==> config.mk <==
export PLATFORM = sky130hd
export DESIGN_NAME = pwm_capture
export DESIGN_NICKNAME = d
export VERILOG_FILES = /design/src/rtl/pwm_capture_pkg.sv /design/src/rtl/pwm_edge_sync.sv /design/src/rtl/pwm_capture.sv
export SDC_FILE = /design/constraint.sdc
export NUM_CORES = 1
export LEC_CHECK = 0
export ABC_AREA = 1
export CAP_MARGIN = 25
export CELL_PAD_IN_SITES_DETAIL_PLACEMENT = 1
export CELL_PAD_IN_SITES_GLOBAL_PLACEMENT = 2
export CORE_MARGIN = 10
export CORE_UTILIZATION = 33
export CTS_CLUSTER_SIZE = 8
export DETAILED_ROUTE_END_ITERATION = 10
export PLACE_DENSITY_LB_ADDON = 0.1
export SYNTH_ARGS = -nofsm -noshare
export SYNTH_HDL_FRONTEND = slang
export SYNTH_SLANG_ARGS = --single-unit
==> constraint.sdc <==
create_clock -name clk -period 2.9 [get_ports clk]
set_input_delay 0.29 -clock clk [delete_from_list [all_inputs] [get_ports clk]]
set_output_delay 0.29 -clock clk [all_outputs]
set_load 0.01 [all_outputs]
==> src/rtl/pwm_capture_pkg.sv <==
// Shared defaults and FSM encoding for the PWM capture block.
package pwm_capture_pkg;

    localparam int unsigned CNT_W_DEF   = 16;
    localparam int unsigned TIMEOUT_DEF = 20000;

    typedef enum logic {
        ST_IDLE    = 1'b0,
        ST_MEASURE = 1'b1
    } state_e;

endpackage

==> src/rtl/pwm_edge_sync.sv <==
// Two-flop synchronizer plus history flop; registered single-cycle rise/fall pulses.
module pwm_edge_sync (
    input  logic clk,
    input  logic rst,
    input  logic i_async,
    output logic o_lvl,
    output logic o_rise,
    output logic o_fall
);

    logic r_sync1;
    logic r_sync2;
    logic r_hist;
    logic r_rise;
    logic r_fall;

    // Level output is the history flop so it lines up with the edge pulses.
    always_ff @(posedge clk or posedge rst) begin
        if (rst) begin
            r_sync1 <= 1'b0;
            r_sync2 <= 1'b0;
            r_hist  <= 1'b0;
            r_rise  <= 1'b0;
            r_fall  <= 1'b0;
        end else begin
            r_sync1 <= i_async;
            r_sync2 <= r_sync1;
            r_hist  <= r_sync2;
            r_rise  <= r_sync2 & ~r_hist;
            r_fall  <= ~r_sync2 & r_hist;
        end
    end

    assign o_lvl  = r_hist;
    assign o_rise = r_rise;
    assign o_fall = r_fall;

endmodule

==> src/rtl/pwm_capture.sv <==
// Measures period (rise to rise) and high time (rise to fall) of a PWM input in clk
// cycles, and flags a stuck input when no rising edge arrives within TIMEOUT cycles.
module pwm_capture
    import pwm_capture_pkg::*;
#(
    parameter int unsigned CNT_W   = CNT_W_DEF,
    parameter int unsigned TIMEOUT = TIMEOUT_DEF
) (
    input  logic             clk,
    input  logic             rst,
    input  logic             en,
    input  logic             pwm_in,
    output logic [CNT_W-1:0] period,
    output logic [CNT_W-1:0] high_time,
    output logic             valid,
    output logic             stuck,
    output logic             stuck_level
);

    localparam logic [CNT_W-1:0] TO_VAL = CNT_W'(TIMEOUT);
    localparam logic [CNT_W-1:0] TO_M1  = CNT_W'(TIMEOUT - 1);

    logic             w_lvl;
    logic             w_rise;
    logic             w_fall;
    state_e           r_state;
    state_e           w_state_nxt;
    logic             w_capture;
    logic             w_timeout;
    logic             w_arm;
    logic [CNT_W-1:0] r_cnt;
    logic [CNT_W-1:0] r_hi_lat;
    logic [CNT_W-1:0] r_period;
    logic [CNT_W-1:0] r_high_time;
    logic             r_valid;
    logic             r_stuck;
    logic             r_stuck_level;

    pwm_edge_sync u_sync (
        .clk    (clk),
        .rst    (rst),
        .i_async(pwm_in),
        .o_lvl  (w_lvl),
        .o_rise (w_rise),
        .o_fall (w_fall)
    );

    always_ff @(posedge clk or posedge rst) begin
        if (rst) begin
            r_state <= ST_IDLE;
        end else begin
            r_state <= w_state_nxt;
        end
    end

    // Timeout fires one cycle early so stuck asserts as cnt reaches TIMEOUT.
    always_comb begin
        w_state_nxt = r_state;
        w_capture   = 1'b0;
        w_timeout   = 1'b0;
        w_arm       = 1'b0;
        if (!en) begin
            w_state_nxt = ST_IDLE;
        end else begin
            case (r_state)
                ST_IDLE: begin
                    if (w_rise) begin
                        w_state_nxt = ST_MEASURE;
                        w_arm       = 1'b1;
                    end
                end
                ST_MEASURE: begin
                    if (w_rise) begin
                        w_capture = 1'b1;
                    end else if (r_cnt >= TO_M1) begin
                        w_state_nxt = ST_IDLE;
                        w_timeout   = 1'b1;
                    end
                end
                default: w_state_nxt = ST_IDLE;
            endcase
        end
    end

    always_ff @(posedge clk or posedge rst) begin
        if (rst) begin
            r_cnt         <= '0;
            r_hi_lat      <= '0;
            r_period      <= '0;
            r_high_time   <= '0;
            r_valid       <= 1'b0;
            r_stuck       <= 1'b0;
            r_stuck_level <= 1'b0;
        end else begin
            r_valid <= w_capture;
            if (!en) begin
                r_cnt   <= '0;
                r_stuck <= 1'b0;
            end else begin
                if (w_rise) begin
                    r_cnt <= CNT_W'(1);
                end else if (r_cnt < TO_VAL) begin
                    r_cnt <= r_cnt + CNT_W'(1);
                end
                if (w_fall && (r_state == ST_MEASURE)) begin
                    r_hi_lat <= r_cnt;
                end
                if (w_capture) begin
                    r_period    <= r_cnt;
                    r_high_time <= r_hi_lat;
                end
                if (w_timeout) begin
                    r_stuck       <= 1'b1;
                    r_stuck_level <= w_lvl;
                end else if (w_arm) begin
                    r_stuck <= 1'b0;
                end
            end
        end
    end

    assign period      = r_period;
    assign high_time   = r_high_time;
    assign valid       = r_valid;
    assign stuck       = r_stuck;
    assign stuck_level = r_stuck_level;

endmodule

=== Yosys cells after proc, flatten, opt, wreduce, memory -nomap -nowiden ===
Cells that the tools add are included.

* Bits in latches: 0
* Bits of input ports: 4
* RAM bits: 0
* Flip-flop bits (word level): 73
* Output and inout port bits: 35
* Memory bits (read-only): 0
* Memories: 0

* Bitwise operators: 5
* Eq/ne operators: 2
* Order comparisons: 2
* Div/mod/pow operators: 0
* Mux-type cells: 19
* Reductions and logical operators: 4
* $add $sub $neg: 1
* Multipliers: 0
* Shift-type cells: 0

{| class="wikitable"
|+ Operators by type and width
! kind !! count
|-
| 2-to-1 mux 16 bit || 3
|-
| adder 16 x 1 -> 16 bit, second input constant || 1
|-
| >= comparator 16 x 15 -> 1 bit, second input constant || 1
|-
| less-than comparator 16 x 15 -> 1 bit, second input constant || 1
|-
| 2-to-1 mux 1 bit || 15
|-
| != test 3 x 1 -> 1 bit, second input constant || 2
|-
| AND reduction 2 bit || 3
|-
| NOT 1 bit || 3
|-
| bitwise AND 1 bit || 2
|-
| one-hot mux 1 bit (2 select lines) || 1
|-
| logical AND 1 bit || 1
|}

=== Longest topological paths before layout ===
Gate-level depths: netlist of the first run.

* Depth after elaboration: 7
* Gate-level depth with buffers: 10
* Gate-level depth less buffers: 10

=== Hierarchy ===
From an unflattened synthesis of the first run, not the netlist that was laid out.

* Cell total of the unflattened synthesis: 373
* Area total of the unflattened synthesis: 3145.5 sq um

{| class="wikitable"
|+ By module, submodules not included
! module !! area an instance (sq um) !! cells an instance !! seq. area each (sq um) !! instances
|-
| pwm_capture || 3001.6 || 363 || 1701.6 || 1
|-
| pwm_edge_sync || 143.9 || 10 || 125.1 || 1
|}

=== Worst setup path before layout of the first run ===
No wires, ideal clock.

* Path kind: register -> register
* Start: register r_cnt[13]
* End: register r_cnt[11]
* Setup slack: 1.517 ns
* Setup time: 0.118 ns
* Cell stages (with the launch flop): 10
* Data arrival time: 1.265 ns
* Path buffers: 1
* Cell sequence: dfrtp_1 -> inv_1 -> nand2_2 -> nor2_1 -> nand2_1 -> nor2_4 -> o21ai_4 -> buf_4 -> nand3_1 -> nand2_1

* Cells in the longest elaborated chain, start to end: 2

{| class="wikitable"
|+ Ends and longest elaborated chain
! item !! RTL line !! source
|-
| start, declared || pwm_capture.sv:31 || <nowiki>logic [CNT_W-1:0] r_cnt;</nowiki>
|-
| start signal, assigned || pwm_capture.sv:103 || <nowiki>r_cnt <= r_cnt + CNT_W'(1);</nowiki>
|-
| less-than comparator 16 x 15 -> 1 bit || pwm_capture.sv:102 || <nowiki>end else if (r_cnt < TO_VAL) begin</nowiki>
|-
| != test 3 x 1 -> 1 bit (no source line) || -- ||
|}

Every way passes these cells.
A chain may end at the register's enable or synchronous reset.

=== Final worst setup path of the first run ===
* Start: register u_sync.r_rise (netlist: u_sync.o_rise)
* End: register r_period[9] (netlist: period[9])

* Cells in the longest elaborated chain, start to end: 4

{| class="wikitable"
|+ Ends and longest elaborated chain
! item !! RTL line !! source
|-
| start, declared || pwm_edge_sync.sv:14 || <nowiki>logic r_rise;</nowiki>
|-
| start signal, assigned || pwm_edge_sync.sv:29 || <nowiki>r_rise <= r_sync2 & ~r_hist;</nowiki>
|-
| 2-to-1 mux 1 bit || pwm_capture.sv:73 || <nowiki>if (w_rise) begin</nowiki>
|-
| 2-to-1 mux 1 bit || pwm_capture.sv:65 || <nowiki>case (r_state)</nowiki>
|-
| 2-to-1 mux 1 bit || pwm_capture.sv:62 || <nowiki>if (!en) begin</nowiki>
|-
| AND reduction 2 bit (no source line) || -- ||
|-
| end signal, assigned || pwm_capture.sv:109 || <nowiki>r_period <= r_cnt;</nowiki>
|-
| end, declared || pwm_capture.sv:33 || <nowiki>logic [CNT_W-1:0] r_period;</nowiki>
|}

Every way passes these cells.

==> results of run 1 <==
-- path summary, 6_finish.rpt --
| path | slack, ns | cells after the start | startpoint | end |
|---|---|---|---|---|
| hold reg to reg | 0.37 | 0 | u_sync.r_sync1$_DFF_PP0_ | u_sync.r_sync2$_DFF_PP0_ |
| hold / removal | 0.34 | 2 | rst | period[3]$_DFFE_PP0P_ |
| max in group asynchronous | 1.70 | 3 | rst | r_cnt[8]$_DFFE_PP0P_ |
| min in group clk | 0.36 | 1 | pwm_in | u_sync.r_sync1$_DFF_PP0_ |
| setup / recovery | 1.17 | 4 | u_sync.o_rise$_DFF_PP0_ | period[9]$_DFFE_PP0P_ |
| setup reg to reg | 1.17 | 4 | u_sync.o_rise$_DFF_PP0_ | period[9]$_DFFE_PP0P_ |
-- metal layers --
metal | share of wire [%] | vias to the layer above | global-route usage (%) | wire [microns]
li1 | - | 1239 | - | -
met4 | 1.3 | 0 | 4.482 | 112
met2 | 46 | 33 | 20.06 | 3866
met5 | 0 | - | 0 | 0
met3 | 3.5 | 11 | 2.686 | 291
met1 | 49 | 1216 | 15.90 | 4048
-- sequential cells by signal, indices dropped and copies added, names as in the netlist --
| register | cells |
|---|---|
| u_sync.o_lvl | 1 |
| u_sync.o_rise | 1 |
| r_cnt | 16 |
| period | 16 |
| u_sync.o_fall | 1 |
| r_hi_lat | 16 |
| stuck | 1 |
| valid | 1 |
| r_state | 1 |
| u_sync.r_sync2 | 1 |
| u_sync.r_sync1 | 1 |
| stuck_level | 1 |
| high_time | 16 |
-- worst max-delay path, delay by kind of cell (launching register included) --
kind,cells,cell delay [ns]
buffers and inverters,2,0.77
AND/OR/NAND/NOR,1,0.07
AO/OA/AOI/OAI,1,0.18
flip-flops,1,0.54
-- cells in the mapped netlist --
master | n | area (sq um)
o21ai_4 | 1 | 16.27
nand4_1 | 9 | 56.30
nor3_1 | 4 | 20.02
nor2_1 | 26 | 97.59
inv_4 | 1 | 6.260
nor2_4 | 3 | 33.78
nand3_1 | 20 | 100.1
dfrtp_1 | 73 | 1827
ha_1 | 1 | 12.51
buf_6 | 4 | 45.04
a21oi_1 | 3 | 15.01
nor3_4 | 1 | 16.27
o21ai_2 | 4 | 35.03
nor3b_1 | 1 | 7.510
clkbuf_1 | 5 | 18.77
xor2_1 | 3 | 26.28
inv_2 | 3 | 11.26
nand2_1 | 130 | 488.0
buf_4 | 2 | 15.01
o21ai_1 | 6 | 30.03
nand2_2 | 3 | 18.77
o21ai_0 | 35 | 175.2
inv_1 | 25 | 93.84
buf_2 | 2 | 10.01
-- power groups by stage --
stage | Combinational, uW | Clock, uW | Sequential (uW)
finish | 191 | 813 | 1100
global route | 215 | 882 | 1110
CTS | 198 | 838 | 1100
detailed placement | 198 | 0 | 1120
global placement | 194 | 0 | 1120
floorplan | 75.1 | 0 | 1130
-- logic make-up after synthesis --
logic type               count (synthesis)  share of synthesized area [%]
AO/OA/AOI/OAI                           49                          8.550
XOR/XNOR                                 3                         0.8276
adder cells (fa/ha/maj)                  1                         0.3939
buffers and inverters                   42                          6.304
flip-flops                              73                          57.53
AND/OR/NAND/NOR                        197                          26.40
-- per-stage QoR --
| stage | util, % | hold WS [ns] | total power (uW) | setup WS, ns |
|---|---|---|---|---|
| after floorplan | - | 0.3214 | 1204 | 0.7567 |
| after global placement | 39.49 | 0.3341 | 1313 | 1.062 |
| after detailed placement | 39.49 | 0.3530 | 1318 | 0.9921 |
| after CTS | 41.59 | 0.3529 | 2136 | 1.084 |
| after global routing | 41.59 | 0.3662 | 2203 | 0.9288 |
| final | 41.59 | 0.3440 | 2101 | 1.168 |
-- cell type report --
class	instances	area, sq um	area share, %
Clock buffer	10	127.6	3.305
Clock inverter	6	67.56	1.750
Inverter	29	111.4	2.884
Multi-Input combinational cell	250	1149	29.75
Sequential cell	73	1827	47.31
Tap cell	129	161.4	4.180
Timing Repair Buffer	43	417.9	10.82
==> impl_metrics.tcl, run 1 <==
set metrics [dict create \
    switching_share_pct 25.79 \
    slowest_stage "inv_2" \
    seqPwrFrac_pct 52.3 \
    synth_seq_area_share_pct 57.53 \
    grt_use_total_pct 12.43 \
    ys_seq_elements 73 \
    clkPwrFrac_pct 38.7 \
    clockBufferDepth 2 \
    wl_mm 8.319 \
    instances_no_fill 540 \
    die-width_microns 118.1 \
    cp-end-kind "register" \
    place_congestion 0.7756 \
    p_leak_uw 0.001795 \
    dp_hpwl_mm 5.970 \
    antenna_found_initial 0 \
    root_buffer "clkbuf_8" \
    clkSlewWorstSetupHoldPaths_ns 0.09 \
    num_vias 2499 \
    cts_tree "yes" \
    powerDensity_nw_per_um2 544.2 \
    vias_per_cell 4.628 \
    dr.pass1.iters 4 \
    setup.worst_path.start_class "register" \
    io_pins 39 \
    power_frac_comb_pct 9.1 \
    initial_core_util_pct 34.20 \
    grt_pass1_vias 2697 \
    chipHeight_microns 118.1 \
    worst_slew_pin_slew_ns 0.7619 \
    cts_hold_buf 0 \
    final_area_sq_um 3861 \
    drv_cap 0 \
    slowest_delay_ns 0.56 \
    design.core.area_sq_um 9284 \
    ant_nets 0 \
    cts_buffers 9 \
    path_cells "inv_4 > nor3_4 > inv_2 > o21ai_0" \
    finalMaxSlewViolations 0 \
    clk_latency_ns 0.35 \
    insertedDiodeCount 0 \
    numPortBuffers 38 \
    wire_per_inst_microns 15.41 \
    rsz0062_at_grt "no" \
    fmax_ghz 0.5772 \
    synth_warnings 0 \
    required_ns 3.09 \
    placed_cell_area_sq_um 3666 \
    nets 411 \
    synth_cell_types 24 \
    finClkSkew_ns 0.01354 \
    p_switching_uw 542.0 \
    hold_viol_final 0 \
    relSlewSlack_pct 49.13 \
    synth_area_per_cell_sq_um 8.700 \
    criticalPathCategory "reg -> reg" \
    grt-ovfl-total 0 \
    layout_common_cells "nand2_1, dfrtp_1, clkdlybuf4s50_1" \
    dieArea_sq_um 13950 \
    cp_max_fo 48 \
    syn_to_final_growth_pct 21.59 \
    status "finished, final reports clean" \
    worst_hold_path_type "in -> async" \
    htreeDepth 3 \
    fin_crit_ns 1.732 \
    drc 0 \
    row_count 35 \
    fin_crit_sh_pct 59.74 \
    setup_viol 0 \
    synth_area_sq_um 3176 \
    drt_iter0_drc 106 \
    layout-drive-gt1-share_pct 9.002 \
    grt_pass1_wl_mm 14.28 \
    fin_setup_tns_ns 0 \
    syn-instance-count 365 \
    intPower_uw 1559 \
    cts_repair_resize_count 0 \
    cts.sinks 73 \
    post_cts_buffers 0 \
    grt_max_degree 49 \
    fill_cells 1142 \
    crit_arrival_ns 1.92 \
    placed_cells 524 \
    peakVddDrop_v 0.0002254 \
    layout_commonest_cell "nand2_1" \
    synth_nets 370 \
]
No activity file was read; power rests on OpenSTA's default activity.
==> run 2, diff against run 1 <==
--- a/config.mk
+++ b/config.mk
@@ -10,7 +10,7 @@
 export CELL_PAD_IN_SITES_DETAIL_PLACEMENT = 1
 export CELL_PAD_IN_SITES_GLOBAL_PLACEMENT = 2
 export CORE_MARGIN = 10
-export CORE_UTILIZATION = 33
+export CORE_UTILIZATION = 30
 export CTS_CLUSTER_SIZE = 8
 export DETAILED_ROUTE_END_ITERATION = 10
 export PLACE_DENSITY_LB_ADDON = 0.1
==> constraint.sdc (replaced) <==
create_clock -name clk -period 1.59 [get_ports clk]
set_input_delay 0.159 -clock clk [delete_from_list [all_inputs] [get_ports clk]]
set_output_delay 0.159 -clock clk [all_outputs]
set_load 0.01 [all_outputs]
==> impl_metrics.tcl, run 2 (synthesized netlist as in run 1, its figures left out) <==
set metrics [dict create \
    syn_to_final_growth_pct 32.74 \
    p_leak_uw 0.001982 \
    row_count 37 \
    layout-drive-gt1-share_pct 18.14 \
    drc 0 \
    path_cells "inv_2 > nand2_4 > nor2_4 > nand2_2 > nor2_4 > nor2_4 > nor2_4 > buf_12 > o21ai_0" \
    required_ns 1.81 \
    clkSlewWorstSetupHoldPaths_ns 0.08 \
    numPortBuffers 38 \
    design.core.area_sq_um 10320 \
    grt_use_total_pct 12.22 \
    fin_ws_ns 0.1358 \
    relSlewSlack_pct 76.94 \
    grt_max_degree 40 \
    io_pins 39 \
    cts.sinks 73 \
    pre_cts_slack_ns -0.01849 \
    wire_per_inst_microns 15.31 \
    worst_hold_path_type "in -> async" \
    slowest_delay_ns 0.39 \
    vias_per_cell 4.591 \
    cts_hold_buf 0 \
    cp-end-kind "register" \
    powerDensity_nw_per_um2 880.8 \
    root_buffer "clkbuf_8" \
    clk_latency_ns 0.34 \
    worst_slew_pin_slew_ns 0.3452 \
    cts_tree "yes" \
    grt_pass1_vias 2729 \
    grt-ovfl-total 0 \
    dr.pass1.iters 4 \
    fin_crit_ns 1.454 \
    cp_max_fo 11 \
    placed_cell_area_sq_um 3974 \
    clockBufferDepth 2 \
    slowest_stage "dfrtp_1" \
    place_congestion 0.7613 \
    layout_commonest_cell "nand2_1" \
    finClkSkew_ns 0.007896 \
    chipHeight_microns 122.9 \
    fin_crit_sh_pct 91.46 \
    drv_cap 0 \
    insertedDiodeCount 0 \
    crit_arrival_ns 1.68 \
    criticalPathCategory "reg -> reg" \
    dieArea_sq_um 15100 \
    rrSetupSlack_ns 0.14 \
    final_area_sq_um 4215 \
    htreeDepth 3 \
    status "finished, final reports clean" \
    antenna_found_initial 0 \
    peakVddDrop_v 0.0003224 \
    layout_common_cells "nand2_1, dfrtp_1, clkdlybuf4s50_1" \
    die-width_microns 122.9 \
    setup_viol 0 \
    crit_buf_inv 2 \
    crit_top_cell "nor2_4" \
    fmax_ghz 0.6877 \
    drt_iter0_drc 175 \
    initial_core_util_pct 30.76 \
    nets 443 \
    ant_nets 0 \
    hold_viol_final 0 \
    wl_mm 8.832 \
    grt_pass1_wl_mm 14.48 \
    num_vias 2649 \
    dp_hpwl_mm 6.323 \
    finalMaxSlewViolations 0 \
    cts_buffers 9 \
    cp_top_family "simple AND/OR/NAND/NOR gates" \
    setup.worst_path.start_class "register" \
]
## run 2: final cells by class
type                            count  area (sq um)
Sequential cell                    73          1827
Timing Repair Buffer               75         733.2
Fill cell                        1223          6108
Clock inverter                      2         15.01
Clock buffer                       12         155.1
Inverter                           29         115.1
Multi-Input combinational cell    250          1200
Tap cell                          136         170.2
## run 2: repair_timing
| item | CTS | global route |
|---|---|---|
| setup buffers | 1 | 1 |
| cloned | 0 | 0 |
| pin swaps | 1 | 10 |
| gates resized for setup | 0 | 18 |
| setup endpoints to repair | 5 | 14 |
## run 2: final timing paths
kind | start | end | depth (start not counted)
min in group clk | pwm_in | u_sync.r_sync1$_DFF_PP0_ | 1
max | r_cnt[12]$_DFFE_PP0P_ | r_cnt[9]$_DFFE_PP0P_ | 9
min | rst | period[2]$_DFFE_PP0P_ | 2
min reg2reg | u_sync.r_sync1$_DFF_PP0_ | u_sync.r_sync2$_DFF_PP0_ | 0
max reg2reg | r_cnt[12]$_DFFE_PP0P_ | r_cnt[9]$_DFFE_PP0P_ | 9
max in group asynchronous | rst | r_hi_lat[11]$_DFFE_PP0P_ | 3
## run 2: routing by layer
metal,up-vias,part of all wire (%),track usage (%)
met2,35,46,18.51
met1,1303,49,16.82
met4,0,1.3,4.860
met5,-,0,0
li1,1301,-,-
met3,10,3.9,2.296
## run 2: through the flow
step           cells     TNS, ns  utilization [%]  total power [uW]  hold slack (ns)
2_1_floorplan    365           0                -              2196           0.1904
3_5_place_dp     562    -0.01849            38.49              2433           0.3426
6_report         577           0            40.83              3713           0.1357
4_1_cts          577           0            40.33              3776           0.1342
3_3_place_gp     562           0            38.49              2422           0.3365
5_1_grt          577  -0.0009233            40.83              3929           0.1555
## run 2: power by group
group | switching, uW | total [uW] | internal, uW
Combinational | 194 | 385 | 191
Sequential | 55.9 | 2000 | 1950
Clock | 690 | 1330 | 636
